`src/rtl/som_dec_seq_pkg.sv`:
```
// Shared definitions for the som_dec_seq decoder sequencer.
//   state_t          : sequencer FSM states
//   TT_RESET_DEFAULT : reset truth table for N=4, F = A(CD+B)+BC' (A = MSB)
package som_dec_seq_pkg;

  typedef enum logic [1:0] {
    IDLE   = 2'd0,
    SINGLE = 2'd1,
    SWEEP  = 2'd2,
    DONE   = 2'd3
  } state_t;

  // Minterms 4,5,11,12,13,14,15 are set.
  localparam logic [15:0] TT_RESET_DEFAULT = 16'hF830;

endpackage

```
`src/rtl/som_dec_nx2n.sv`:
```
// Combinational N-to-2**N one-hot decoder with positive enable.
//   sel : select value
//   en  : enable; all outputs low when 0
//   dec : one-hot output, bit sel set when enabled
module som_dec_nx2n #(
  parameter int N = 4
) (
  input  logic [N-1:0]    sel,
  input  logic            en,
  output logic [2**N-1:0] dec
);

  always_comb begin
    dec = '0;
    if (en) dec[sel] = 1'b1;
  end

endmodule

```
`src/rtl/som_dec_seq.sv`:
```
// Decoder sequencer: evaluates a programmable truth table either for a single
// select value or as a full sweep over all 2**N minterms, with a one-hot
// decode of the select value alongside each result.
//   clk, rst_n          : clock, asynchronous active-low reset
//   en                  : evaluation enable, sampled in each result cycle
//   mode                : 0 = single evaluation, 1 = full sweep (sampled on accept)
//   in_valid/in_ready   : request handshake, in_data = select value (MSB = A)
//   tt_load/tt_data     : truth-table write, bit k = F for minterm k
//   out_valid, out_sel  : result strobe and the select value it belongs to
//   dec_out, f          : one-hot decode and truth-table bit at out_sel
//   sweep_done          : one-cycle pulse after the last sweep result
//   ones_count          : F=1 results counted during the last sweep
module som_dec_seq
  import som_dec_seq_pkg::*;
#(
  parameter int              N        = 4,
  parameter logic [2**N-1:0] TT_RESET = (2**N)'(TT_RESET_DEFAULT)
) (
  input  logic            clk,
  input  logic            rst_n,
  input  logic            en,
  input  logic            mode,
  input  logic            in_valid,
  input  logic [N-1:0]    in_data,
  output logic            in_ready,
  input  logic            tt_load,
  input  logic [2**N-1:0] tt_data,
  output logic            out_valid,
  output logic [N-1:0]    out_sel,
  output logic [2**N-1:0] dec_out,
  output logic            f,
  output logic            sweep_done,
  output logic [N:0]      ones_count
);

  localparam logic [N-1:0] LAST = '1;

  state_t          state, state_nx;
  logic [2**N-1:0] tt;     // live truth table
  logic [2**N-1:0] snap;   // table captured at accept; all results read from it
  logic [N-1:0]    sel;    // doubles as sweep index
  logic [N:0]      ones;
  logic            accept;
  logic            hit;

  assign accept = in_valid & in_ready;

  // ---------------- FSM ----------------
  always_ff @(posedge clk or negedge rst_n) begin
    if (!rst_n) state <= IDLE;
    else        state <= state_nx;
  end

  always_comb begin
    state_nx   = state;
    in_ready   = 1'b0;
    out_valid  = 1'b0;
    sweep_done = 1'b0;
    case (state)
      IDLE: begin
        in_ready = 1'b1;
        if (in_valid) state_nx = mode ? SWEEP : SINGLE;
      end
      SINGLE: begin
        out_valid = 1'b1;
        state_nx  = IDLE;
      end
      SWEEP: begin
        out_valid = 1'b1;
        if (sel == LAST) state_nx = DONE;
      end
      DONE: begin
        sweep_done = 1'b1;
        state_nx   = IDLE;
      end
      default: state_nx = IDLE;
    endcase
  end

  // ---------------- datapath ----------------
  // Results are combinational from the registered select and snapshot so en
  // acts on exactly the cycle in which it is presented.
  assign hit = out_valid & en & snap[sel];

  always_ff @(posedge clk or negedge rst_n) begin
    if (!rst_n) begin
      tt   <= TT_RESET;
      snap <= '0;
      sel  <= '0;
      ones <= '0;
    end else begin
      if (tt_load) tt <= tt_data;
      if (accept) begin
        // Snapshot takes the pre-load table when tt_load coincides with accept.
        snap <= tt;
        if (mode) begin
          sel  <= '0;
          ones <= '0;
        end else begin
          sel  <= in_data;
        end
      end else if (state == SWEEP) begin
        if (hit)         ones <= ones + 1'b1;
        if (sel != LAST) sel  <= sel + 1'b1;
      end
    end
  end

  som_dec_nx2n #(.N(N)) u_dec (
    .sel (sel),
    .en  (out_valid & en),
    .dec (dec_out)
  );

  assign f          = hit;
  assign out_sel    = sel;
  assign ones_count = ones;

endmodule

```
`config.mk`:
```
export PLATFORM = sky130hd
export DESIGN_NAME = som_dec_seq
export DESIGN_NICKNAME = d
export VERILOG_FILES = /design/src/rtl/som_dec_seq_pkg.sv /design/src/rtl/som_dec_nx2n.sv /design/src/rtl/som_dec_seq.sv
export SDC_FILE = /design/constraint.sdc
export NUM_CORES = 1
export LEC_CHECK = 0
export BUFFER_PORTS_ARGS = -buffer_cell sky130_fd_sc_hd__buf_2
export CORE_AREA = 2 2 66 68
export CTS_CLUSTER_DIAMETER = 200
export DETAILED_ROUTE_END_ITERATION = 6
export DIE_AREA = 0 0 68 70
export GPL_TIMING_DRIVEN = 0
export PLACE_DENSITY = 0.8
export SYNTH_ARGS = -nofsm -noshare
export SYNTH_HDL_FRONTEND = slang
export SYNTH_SLANG_ARGS = --single-unit
```
`constraint.sdc`:
```
create_clock -name clk -period 5.48 [get_ports clk]
set_input_delay 1.096 -clock clk [delete_from_list [all_inputs] [get_ports clk]]
set_output_delay 1.096 -clock clk [all_outputs]
set_load 0.01 [all_outputs]
```
==> flow_metrics.env, run 1 <==
export IMPL_via_per_inst=5.20
export IMPL_yosys_top_cells_count="36 x dfrtp_1, 32 x mux2_2, 14 x nor2_1"
export IMPL_finalMaxSlewViolations=0
export IMPL_async_reset_ff_share_pct=100
export IMPL_period_share_pct=56.4
export IMPL_dpl_cell_area_um2=2470
export IMPL_synth_area_leaders="dfrtp_1 42%, mux2_2 17%, dfstp_2 8.6%, ha_1 5.3%, mux2i_1 4.2%"
export IMPL_tns_ps=0
export IMPL_dp_slack_ps=2530
export IMPL_areaGrowthSynthToFinish_pct=20.7
export IMPL_yosysMostFrequentCell="dfrtp_1"
export IMPL_drive_above_1_share_pct=43.2
export IMPL_p_per_area_nw_per_um2=486
export IMPL_post_cts_buffers=0
export IMPL_grt_total_usage_pct=17.7
export IMPL_wl_per_cell_um=13.6
export IMPL_drtIter0Drc=44
export IMPL_cp_cell_sequence="buf_6 > mux4_2 > a2bb2oi_1 > a22o_4 > buf_2"
export IMPL_ys_warnings_count=0
export IMPL_hold_slack_ps=475
export IMPL_synth_distinct_cells=28
export IMPL_ant_nets=0
export IMPL_relSlewSlack_pct=39.1
export IMPL_synth_seq_area_share_pct=50.8
export IMPL_clk_root_buffer_cell="clkbuf_8"
export IMPL_io_pins=55
export IMPL_setup_viol=0
export IMPL_p_leak_nw=1.25
export IMPL_core_um2=4140
export IMPL_end_kind="output pin"
export IMPL_rsz0062_at_grt="false"
export IMPL_cts_sinks=43
export IMPL_hold_violations=0
export IMPL_worst_slack_ps=2390
export IMPL_grt_pass1_wl_um=6460
export IMPL_dp_hpwl_um=3020
export IMPL_overflow=0
export IMPL_vias=1534
export IMPL_synth_nets=217
export IMPL_gp_congestion=0.786
export IMPL_clkTransAtPathRegs_ps=90
export IMPL_routed_wl_um=4000
export IMPL_route_detailed_drc=0
export IMPL_port_buffers=53
export IMPL_crit_fanout=9
export IMPL_syn_cell_area_um2=2140
export IMPL_die_area_um2=4760
export IMPL_max_stage_delay_ps=510
export IMPL_synth_edf_count=0
export IMPL_n_antenna_cell=0
export IMPL_cts_resized=0
export IMPL_fin_area_um2=2580
export IMPL_synth_top_area_cell="dfrtp_1"
export IMPL_grt_pass1_vias=1426
export IMPL_drtPass1Iterations=4
export IMPL_grt_max_degree=44
export IMPL_cp_data_arrival_time_ps=1990
export IMPL_drv_cap=0
export IMPL_cts_max_path_buffers=2
export IMPL_fillCellCount=332
export IMPL_cts_tree="done"
export IMPL_fmax_mhz=324
export IMPL_syn_avg_cell_area_um2=11.7
export IMPL_fp_dieW_um=68
export IMPL_fin_crit_ps=3090
export IMPL_fin_total_pwr_mw=1.25
export IMPL_start_util_pct=51.5
export IMPL_synth_cells=182
export IMPL_crit_type="flop to output pin"
export IMPL_synth_top_cell_area_share_pct=42.2
export IMPL_required_ps=4380
export IMPL_rows=24
export IMPL_htreeDepth=2
export IMPL_synth_flop_cell="dfrtp_1"
export IMPL_cpMaxStageDelayCell="mux4_2"
export IMPL_hp_class="flop to flop"
export IMPL_status="completed"
export IMPL_cp_start_kind="flop"
export IMPL_die_h_um=70
export IMPL_nets=277
export IMPL_clkLatencyLatePin_ps=290
export IMPL_numCtsBuffers=5
export IMPL_fin_skew_ps=10.3
export IMPL_worstMarginPinSlew_ps=914
export IMPL_synth_seq_cells=43
export IMPL_antenna_found_initial=0
export IMPL_postCtsHoldBufs=0
export IMPL_peakVddDrop_v=0.000219
-- layer usage --
layer | track usage, % | share of wire, % | up-vias
li1 | - | - | 751
met1 | 23.5 | 44 | 739
met2 | 29.1 | 49 | 39
met3 | 3.06 | 4.8 | 5
met4 | 6.00 | 1.3 | 0
met5 | 0 | 0 | -
-- power by group --
part | leakage (nW) | switching [mW] | internal, mW
Sequential | 0.508 | 0.0685 | 0.421
Combinational | 0.686 | 0.273 | 0.249
Clock | 0.0581 | 0.106 | 0.136
-- per-stage QoR --
stage	util (%)	std cells
floorplan	-	182
global placement	59.5	287
detailed placement	59.5	287
CTS	62.2	295
global route	62.2	295
finish	62.2	295
-- placed cells by master (no fill, tap or decap), drive strengths merged, types with 2 or more instances in the layout --
master | netlist | final
mux2 | 32 | 32
a21oi | 11 | 11
dfstp | 7 | 7
nand4 | 2 | 2
ha | 9 | 9
xor2 | 2 | 2
mux2i | 9 | 9
mux4 | 2 | 2
nand2b | 2 | 2
nor2 | 14 | 14
nor3 | 4 | 4
nand3 | 9 | 9
clkinv | 0 | 2
dfrtp | 36 | 36
clkbuf | 5 | 10
nand2 | 12 | 12
buf | 2 | 55
inv | 10 | 10
a2bb2oi | 2 | 2
o21ai | 4 | 4
-- cell type report --
type / count / area, um^2 / share of cell area, %
Sequential cell: 43 / 1080 / 42.1
Multi-Input combinational cell: 122 / 980 / 38.0
Timing Repair Buffer: 53 / 265 / 10.3
Clock buffer: 5 / 68.8 / 2.67
Tap cell: 52 / 65.1 / 2.52
Clock inverter: 3 / 43.8 / 1.70
Inverter: 10 / 37.5 / 1.46
Buffer: 7 / 33.8 / 1.31
-- kinds of logic (layout without fill, tap and decap cells) --
family / count (synthesis) / after routing / synth area share, %
AND/OR/NAND/NOR: 46 / 46 / 10.0
multiplexers: 43 / 43 / 23.2
flip-flops: 43 / 43 / 50.8
AO/OA/AOI/OAI: 21 / 21 / 6.15
buffers and inverters: 17 / 78 / 3.34
adder cells (fa/ha/maj): 9 / 9 / 5.27
XOR/XNOR: 3 / 3 / 1.23
-- worst paths after layout --
kind	start	end	slack, ps	depth (start not counted)
setup / recovery	out_sel[0]	f	2390	5
hold / removal	ones_count[4]	ones_count[4]	480	1
setup reg to reg	out_sel[0]	ones_count[3]	3480	6
hold reg to reg	ones_count[4]	ones_count[4]	480	1
max in group asynchronous	rst_n	state[0]	3970	1
min in group asynchronous	rst_n	tt[9]	930	1
-- flip-flops by register name, indices dropped and copies added, names as in the netlist --
signal / count
tt: 16
snap: 16
out_sel: 4
ones_count: 5
state: 2
-- critical path, delay by kind of cell, from the launching register on --
family | cells | cell delay, ps
multiplexers | 1 | 510
buffers and inverters | 2 | 330
flip-flops | 1 | 420
AO/OA/AOI/OAI | 2 | 430
Power figures use the tool's default switching activity.
==> run 2, diff against run 1 <==
--- a/config.mk
+++ b/config.mk
@@ -5,13 +5,14 @@
 export SDC_FILE = /design/constraint.sdc
 export NUM_CORES = 1
 export LEC_CHECK = 0
+export ABC_AREA = 1
 export BUFFER_PORTS_ARGS = -buffer_cell sky130_fd_sc_hd__buf_2
-export CORE_AREA = 2 2 66 68
+export CORE_AREA = 2 2 72 74
 export CTS_CLUSTER_DIAMETER = 200
 export DETAILED_ROUTE_END_ITERATION = 6
-export DIE_AREA = 0 0 68 70
+export DIE_AREA = 0 0 74 76
 export GPL_TIMING_DRIVEN = 0
-export PLACE_DENSITY = 0.8
+export PLACE_DENSITY = 0.74
 export SYNTH_ARGS = -nofsm -noshare
 export SYNTH_HDL_FRONTEND = slang
 export SYNTH_SLANG_ARGS = --single-unit
==> constraint.sdc (replaced) <==
create_clock -name clk -period 2.8 [get_ports clk]
set_input_delay 0.56 -clock clk [delete_from_list [all_inputs] [get_ports clk]]
set_output_delay 0.56 -clock clk [all_outputs]
set_load 0.01 [all_outputs]
==> run 2 against run 1 <==
- cell count up 45%
- via count up 29%
- die area up 18%
- combinational power up 130%
- synthesized cell count up 62%
- cell area up 6.1%
- worst setup slack worse by 1800 ps
- sequential share of layout area down 2.4 points
- critical path type unchanged
- wire length up 17%
- count of clock-buffer cells in the layout up 1
==> flow_metrics.env, run 2 <==
export IMPL_nets=391
export IMPL_end_kind="output pin"
export IMPL_synth_cells=295
export IMPL_wl_met1_um=2170
export IMPL_p_per_area_nw_per_um2=962
export IMPL_required_ps=2240
export IMPL_status="completed"
export IMPL_dp_slack_ps=849
export IMPL_ys_warnings_count=0
export IMPL_final_common_cell="nand2_1"
export IMPL_route_detailed_drc=0
export IMPL_wl_met2_um=2200
export IMPL_start_util_pct=46.2
export IMPL_fmax_mhz=444
export IMPL_grt_total_usage_pct=18.1
export IMPL_core_um2=4910
export IMPL_reg2regPathDepth=9
export IMPL_yosysMostFrequentCell="nand2_1"
export IMPL_fin_skew_ps=5.53
export IMPL_numCtsBuffers=5
export IMPL_r2r_start="state[1]"
export IMPL_p_leak_nw=1.49
export IMPL_synthMuxAreaShare_pct=0
export IMPL_hold_slack_ps=399
export IMPL_crit_end="dec_out[2]"
export IMPL_cp_cell_sequence="inv_1 > ha_1 > nand2_1 > inv_2 > nand2_1 > nor2_1 > buf_2"
export IMPL_htreeDepth=2
export IMPL_post_cts_buffers=0
export IMPL_fin_area_um2=2740
export IMPL_crit_fanout=5
export IMPL_overflow=0
export IMPL_fin_total_pwr_mw=2.63
export IMPL_hold_violations=0
export IMPL_routed_wl_um=4690
export IMPL_die_area_um2=5620
export IMPL_cpMaxStageDelayCell="dfrtp_1"
export IMPL_mostFrequentLayoutCells="82 x nand2_1, 54 x buf_2, 43 x inv_1"
export IMPL_clkLatencyLatePin_ps=290
export IMPL_synth_seq_cells=43
export IMPL_crit_start="state[1]"
export IMPL_synth_seq_area_share_pct=47.8
export IMPL_worstMarginPinSlew_ps=931
export IMPL_synth_distinct_cells=24
export IMPL_cts_resized=0
export IMPL_drtIter0Drc=85
export IMPL_drv_cap=0
export IMPL_areaGrowthSynthToFinish_pct=20.6
export IMPL_synth_top_cell_area_share_pct=39.7
export IMPL_vias=1986
export IMPL_relSlewSlack_pct=37.9
export IMPL_cp_start_kind="flop"
export IMPL_cts_tree="done"
export IMPL_max_stage_delay_ps=400
export IMPL_synth_top_family_by_area="simple AND/OR/NAND/NOR gates"
export IMPL_peakVddDrop_v=0.000372
export IMPL_grt_max_degree=44
export IMPL_synth_simple_area_share_pct=24.7
export IMPL_cp_data_arrival_time_ps=1690
export IMPL_worst_slack_ps=546
export IMPL_wl_met3_um=262
export IMPL_synth_compound_area_share_pct=11.0
export IMPL_timing_rr_end="ones_count[4]"
export IMPL_finalMaxSlewViolations=0
export IMPL_tns_ps=0
export IMPL_synthAdderAreaFrac_pct=4.97
export IMPL_dp_hpwl_um=3590
export IMPL_io_pins=55
export IMPL_grt_pass1_wl_um=8070
export IMPL_clkTransAtPathRegs_ps=80
export IMPL_port_buffers=54
export IMPL_antenna_found_initial=0
export IMPL_r2r_setup_slack_ps=1160
export IMPL_period_share_pct=80.5
export IMPL_synth_area_leaders="dfrtp_1 40%, nand2_1 14%, dfstp_2 8.1%, inv_1 7.1%, ha_1 5.0%"
export IMPL_gp_congestion=0.819
export IMPL_via_per_inst=4.65
export IMPL_setup_viol=0
export IMPL_grt_pass1_vias=1920
export IMPL_clk_root_buffer_cell="clkbuf_8"
export IMPL_syn_cell_area_um2=2270
export IMPL_drive_above_1_share_pct=24.6
export IMPL_synthXorXnorAreaFrac_pct=1.16
export IMPL_rows=26
export IMPL_cts_sinks=43
export IMPL_crit_type="flop to output pin"
export IMPL_yosys_top_cells_count="82 x nand2_1, 43 x inv_1, 36 x dfrtp_1"
export IMPL_worst_path_most_repeated_cell="nand2_1"
export IMPL_fin_crit_ps=2250
export IMPL_fp_dieW_um=74
export IMPL_synth_nets=330
export IMPL_hp_class="primary input to async pin"
export IMPL_async_reset_ff_share_pct=100
export IMPL_synth_edf_count=0
export IMPL_postCtsHoldBufs=0
export IMPL_drtPass1Iterations=4
export IMPL_rsz0062_at_grt="false"
export IMPL_ant_nets=0
export IMPL_n_antenna_cell=0
export IMPL_die_h_um=76
export IMPL_wl_per_cell_um=11.0
export IMPL_topRoutingLayerUsed="met4"
export IMPL_synth_top_area_cell="dfrtp_1"
export IMPL_synth_flop_cell="dfrtp_1"
export IMPL_cts_max_path_buffers=2
export IMPL_syn_avg_cell_area_um2=7.69
export IMPL_dpl_cell_area_um2=2630
## run 2: cell count changes in the layout (fill, tap and decap cells not counted), sizes merged, moves of 9 or more
cell	before	now
mux2	32	0
nor2	14	28
nand2	12	87
inv	10	51
nand3	9	18
o21ai	4	37
mux2i	9	0
## run 2: worst min path at each step
stage	endpoint	startpoint	cells past startpoint	slack, ps
floorplan	ones_count[0]	rst_n	0	260
global placement	snap[15]	snap[15]	2	470
detailed placement	snap[7]	snap[7]	2	480
CTS	snap[8]	rst_n	1	440
global route	snap[8]	rst_n	1	480
finish	state[1]	rst_n	1	400
## run 2: cell families (layout without fill, tap and decap cells)
family / after synthesis / count (layout)
compound gates: 47 / 47
xor+xnor: 3 / 3
fa+ha+maj: 9 / 9
buf+inv: 59 / 121
flops: 43 / 43
simple gates: 134 / 134
## run 2: routing by layer
metal,up-vias,GRT usage (%)
li1,1036,-
met4,0,5.82
met1,886,23.1
met5,-,0
met3,5,4.10
met2,59,30.1
## run 2: cell type report
type | count | area (um^2)
Timing Repair Buffer | 54 | 270
Tap cell | 70 | 87.6
Buffer | 8 | 41.3
Fill cell | 469 | 2180
Multi-Input combinational cell | 193 | 950
Sequential cell | 43 | 1080
Clock buffer | 6 | 72.6
Clock inverter | 2 | 37.5
Inverter | 51 | 191
## run 2: stage by stage
stage,util (%),instances
final,55.7,427
after global routing,55.7,427
after CTS,55.7,427
after detailed placement,53.4,419
after global placement,53.4,419
after floorplan,-,295
## run 2: where the power goes
part / total (mW) / switching [mW] / internal (mW)
Sequential: 0.951 / 0.140 / 0.811
Clock: 0.477 / 0.211 / 0.266
Combinational: 1.20 / 0.760 / 0.443
Total: 2.63 / 1.11 / 1.52
## run 2: worst max-delay path: cells and delay by family, from the launching register on
family	cells	cell delay, ps
adder cells (fa/ha/maj)	1	290
buffers and inverters	3	360
flip-flops	1	400
AND/OR/NAND/NOR	3	350
==> run 3, diff against run 2 <==
==> constraint.sdc (replaced) <==
create_clock -name clk -period 2 [get_ports clk]
set_input_delay 0.4 -clock clk [delete_from_list [all_inputs] [get_ports clk]]
set_output_delay 0.4 -clock clk [all_outputs]
set_load 0.01 [all_outputs]
==> run 3 against run 2 <==
- the flow now finishes with violations (negative setup slack)
- clock power increased by 42%
- cell area increased by 7.3%
- total power increased by 58%
- flip-flop and latch count unchanged
- combinational power increased by 78%
- wire length increased by 7.6%
- die area unchanged
- sequential share of layout area decreased by 2.6 points
- register-to-register slack got worse by 760 ps
- critical path depth increased by 2
- worst setup slack got worse by 580 ps
- via count increased by 2.6%
- critical path type unchanged
==> flow_metrics.env, run 3 (synthesized netlist as in run 2, its figures left out) <==
export IMPL_p_int_mw=2.37
export IMPL_io_pins=55
export IMPL_hold_violations=0
export IMPL_fin_skew_ps=7.93
export IMPL_p_per_area_nw_per_um2=1410
export IMPL_grt_total_usage_pct=18.3
export IMPL_grt_pass1_wl_um=8160
export IMPL_cts_max_path_buffers=2
export IMPL_worst_path_most_repeated_cell="nand2_1"
export IMPL_vias=2037
export IMPL_areaGrowthSynthToFinish_pct=29.4
export IMPL_setup_viol=1
export IMPL_worst_slack_ps=-38.7
export IMPL_cts_sinks=43
export IMPL_overflow=0
export IMPL_switching_share_pct=42.9
export IMPL_crit_type="flop to output pin"
export IMPL_violations="negative setup slack"
export IMPL_clkPwrFrac_pct=16.3
export IMPL_crit_fanout=6
export IMPL_pwr_share_comb_pct=51.6
export IMPL_dpl_cell_area_um2=2630
export IMPL_via_per_inst=4.65
export IMPL_required_ps=1600
export IMPL_clkLatencyLatePin_ps=300
export IMPL_fmax_mhz=491
export IMPL_routed_wl_um=5050
export IMPL_fin_crit_ps=2040
export IMPL_clkTransAtPathRegs_ps=80
export IMPL_clk_root_buffer_cell="clkbuf_8"
export IMPL_p_seq_share_pct=32.1
export IMPL_die_h_um=76
export IMPL_period_share_pct=102
export IMPL_htreeDepth=2
export IMPL_p_leak_nw=1.59
export IMPL_rows=26
export IMPL_dp_hpwl_um=3590
export IMPL_postCtsHoldBufs=0
export IMPL_mostFrequentLayoutCells="69 x nand2_1, 54 x buf_2, 41 x inv_1"
export IMPL_gp_congestion=0.819
export IMPL_port_buffers=54
export IMPL_route_detailed_drc=0
export IMPL_nets=402
export IMPL_ant_nets=0
export IMPL_cp_start_kind="flop"
export IMPL_core_um2=4910
export IMPL_drive_above_1_share_pct=34.0
export IMPL_cts_tree="done"
export IMPL_cp_cell_sequence="buf_6 > nand2_2 > nand3_1 > nand2_1 > nand2_1 > nand2_1 > inv_2 > a21oi_2 > buf_2"
export IMPL_drtIter0Drc=78
export IMPL_n_antenna_cell=0
export IMPL_hold_slack_ps=229
export IMPL_cp_data_arrival_time_ps=1640
export IMPL_dp_slack_ps=209
export IMPL_antenna_found_initial=0
export IMPL_peakVddDrop_v=0.000529
export IMPL_status="finished, violations left"
export IMPL_p_switching_mw=1.78
export IMPL_fp_dieW_um=74
export IMPL_finalMaxSlewViolations=0
export IMPL_stdcell_count=438
export IMPL_start_util_pct=46.2
export IMPL_wl_per_cell_um=11.5
export IMPL_drtPass1Iterations=4
export IMPL_relSlewSlack_pct=38.1
export IMPL_cpMaxStageDelayCell="dfrtp_2"
export IMPL_grt_pass1_vias=1946
export IMPL_end_kind="output pin"
export IMPL_drv_cap=0
export IMPL_grt_max_degree=44
export IMPL_hp_class="primary input to async pin"
export IMPL_fin_area_um2=2930
export IMPL_max_stage_delay_ps=470
export IMPL_fillCellCount=444
export IMPL_final_common_cell="nand2_1"
export IMPL_dp_cells=419
export IMPL_worstMarginPinSlew_ps=928
export IMPL_numCtsBuffers=5
export IMPL_die_area_um2=5620
export IMPL_rsz0062_at_grt="true"
-- run 3: final cells by class --
type,instances,area [um^2],share of cell area [%]
Sequential cell,43,1090,37.1
Multi-Input combinational cell,193,1050,35.9
Timing Repair Buffer,65,357,12.2
Inverter,51,199,6.78
Tap cell,70,87.6,2.99
Clock buffer,6,72.6,2.47
Buffer,8,41.3,1.41
Clock inverter,2,37.5,1.28
-- run 3: critical path: cells and delay by family, from the launching register on --
kind,cells,cell delay [ps]
compound gates,1,150
buf+inv,3,350
simple gates,5,380
flops,1,470
-- run 3: power by group through the flow --
stage	sequential [mW]	clock, mW	combinational (mW)
after floorplan	1.33	0	1.24
after global placement	1.34	0	1.65
after detailed placement	1.35	0	1.69
after CTS	1.33	0.683	1.82
after global routing	1.37	0.730	2.40
final	1.33	0.676	2.14
-- run 3: path summary, 6_finish.rpt --
check,cells past startpoint,endpoint,slack [ps],from
worst min-delay path,1,ones_count[1],230,rst_n
worst max register to register,13,ones_count[4],400,out_sel[0]
min in group clk,3,tt[8],300,tt_data[8]
max in group asynchronous,1,out_sel[0],1140,rst_n
worst min register to register,2,snap[4],500,snap[4]
worst max-delay path,9,f,-40,out_sel[0]
-- run 3: stage by stage --
step | util (%) | TNS, ps | total power, mW
after floorplan | - | 0 | 2.57
after global placement | 53.4 | 0 | 2.99
after CTS | 56.7 | 0 | 3.83
final | 59.7 | -38.7 | 4.15
after detailed placement | 53.4 | 0 | 3.04
after global routing | 59.7 | -108 | 4.49
-- run 3: metal layers --
metal	vias to the layer above	global-route usage (%)	part of all wire [%]
met5	-	0	0
met4	0	5.82	1.3
met3	6	4.10	5.5
met2	62	30.9	49
met1	915	22.8	44
li1	1054	-	-
-- run 3: what timing repair did --
item	CTS	global route
cloned	0	1
resized for setup	13	23
endpoints found under the setup margin	17	16
pin swaps	1	15
buffers inserted	1	9
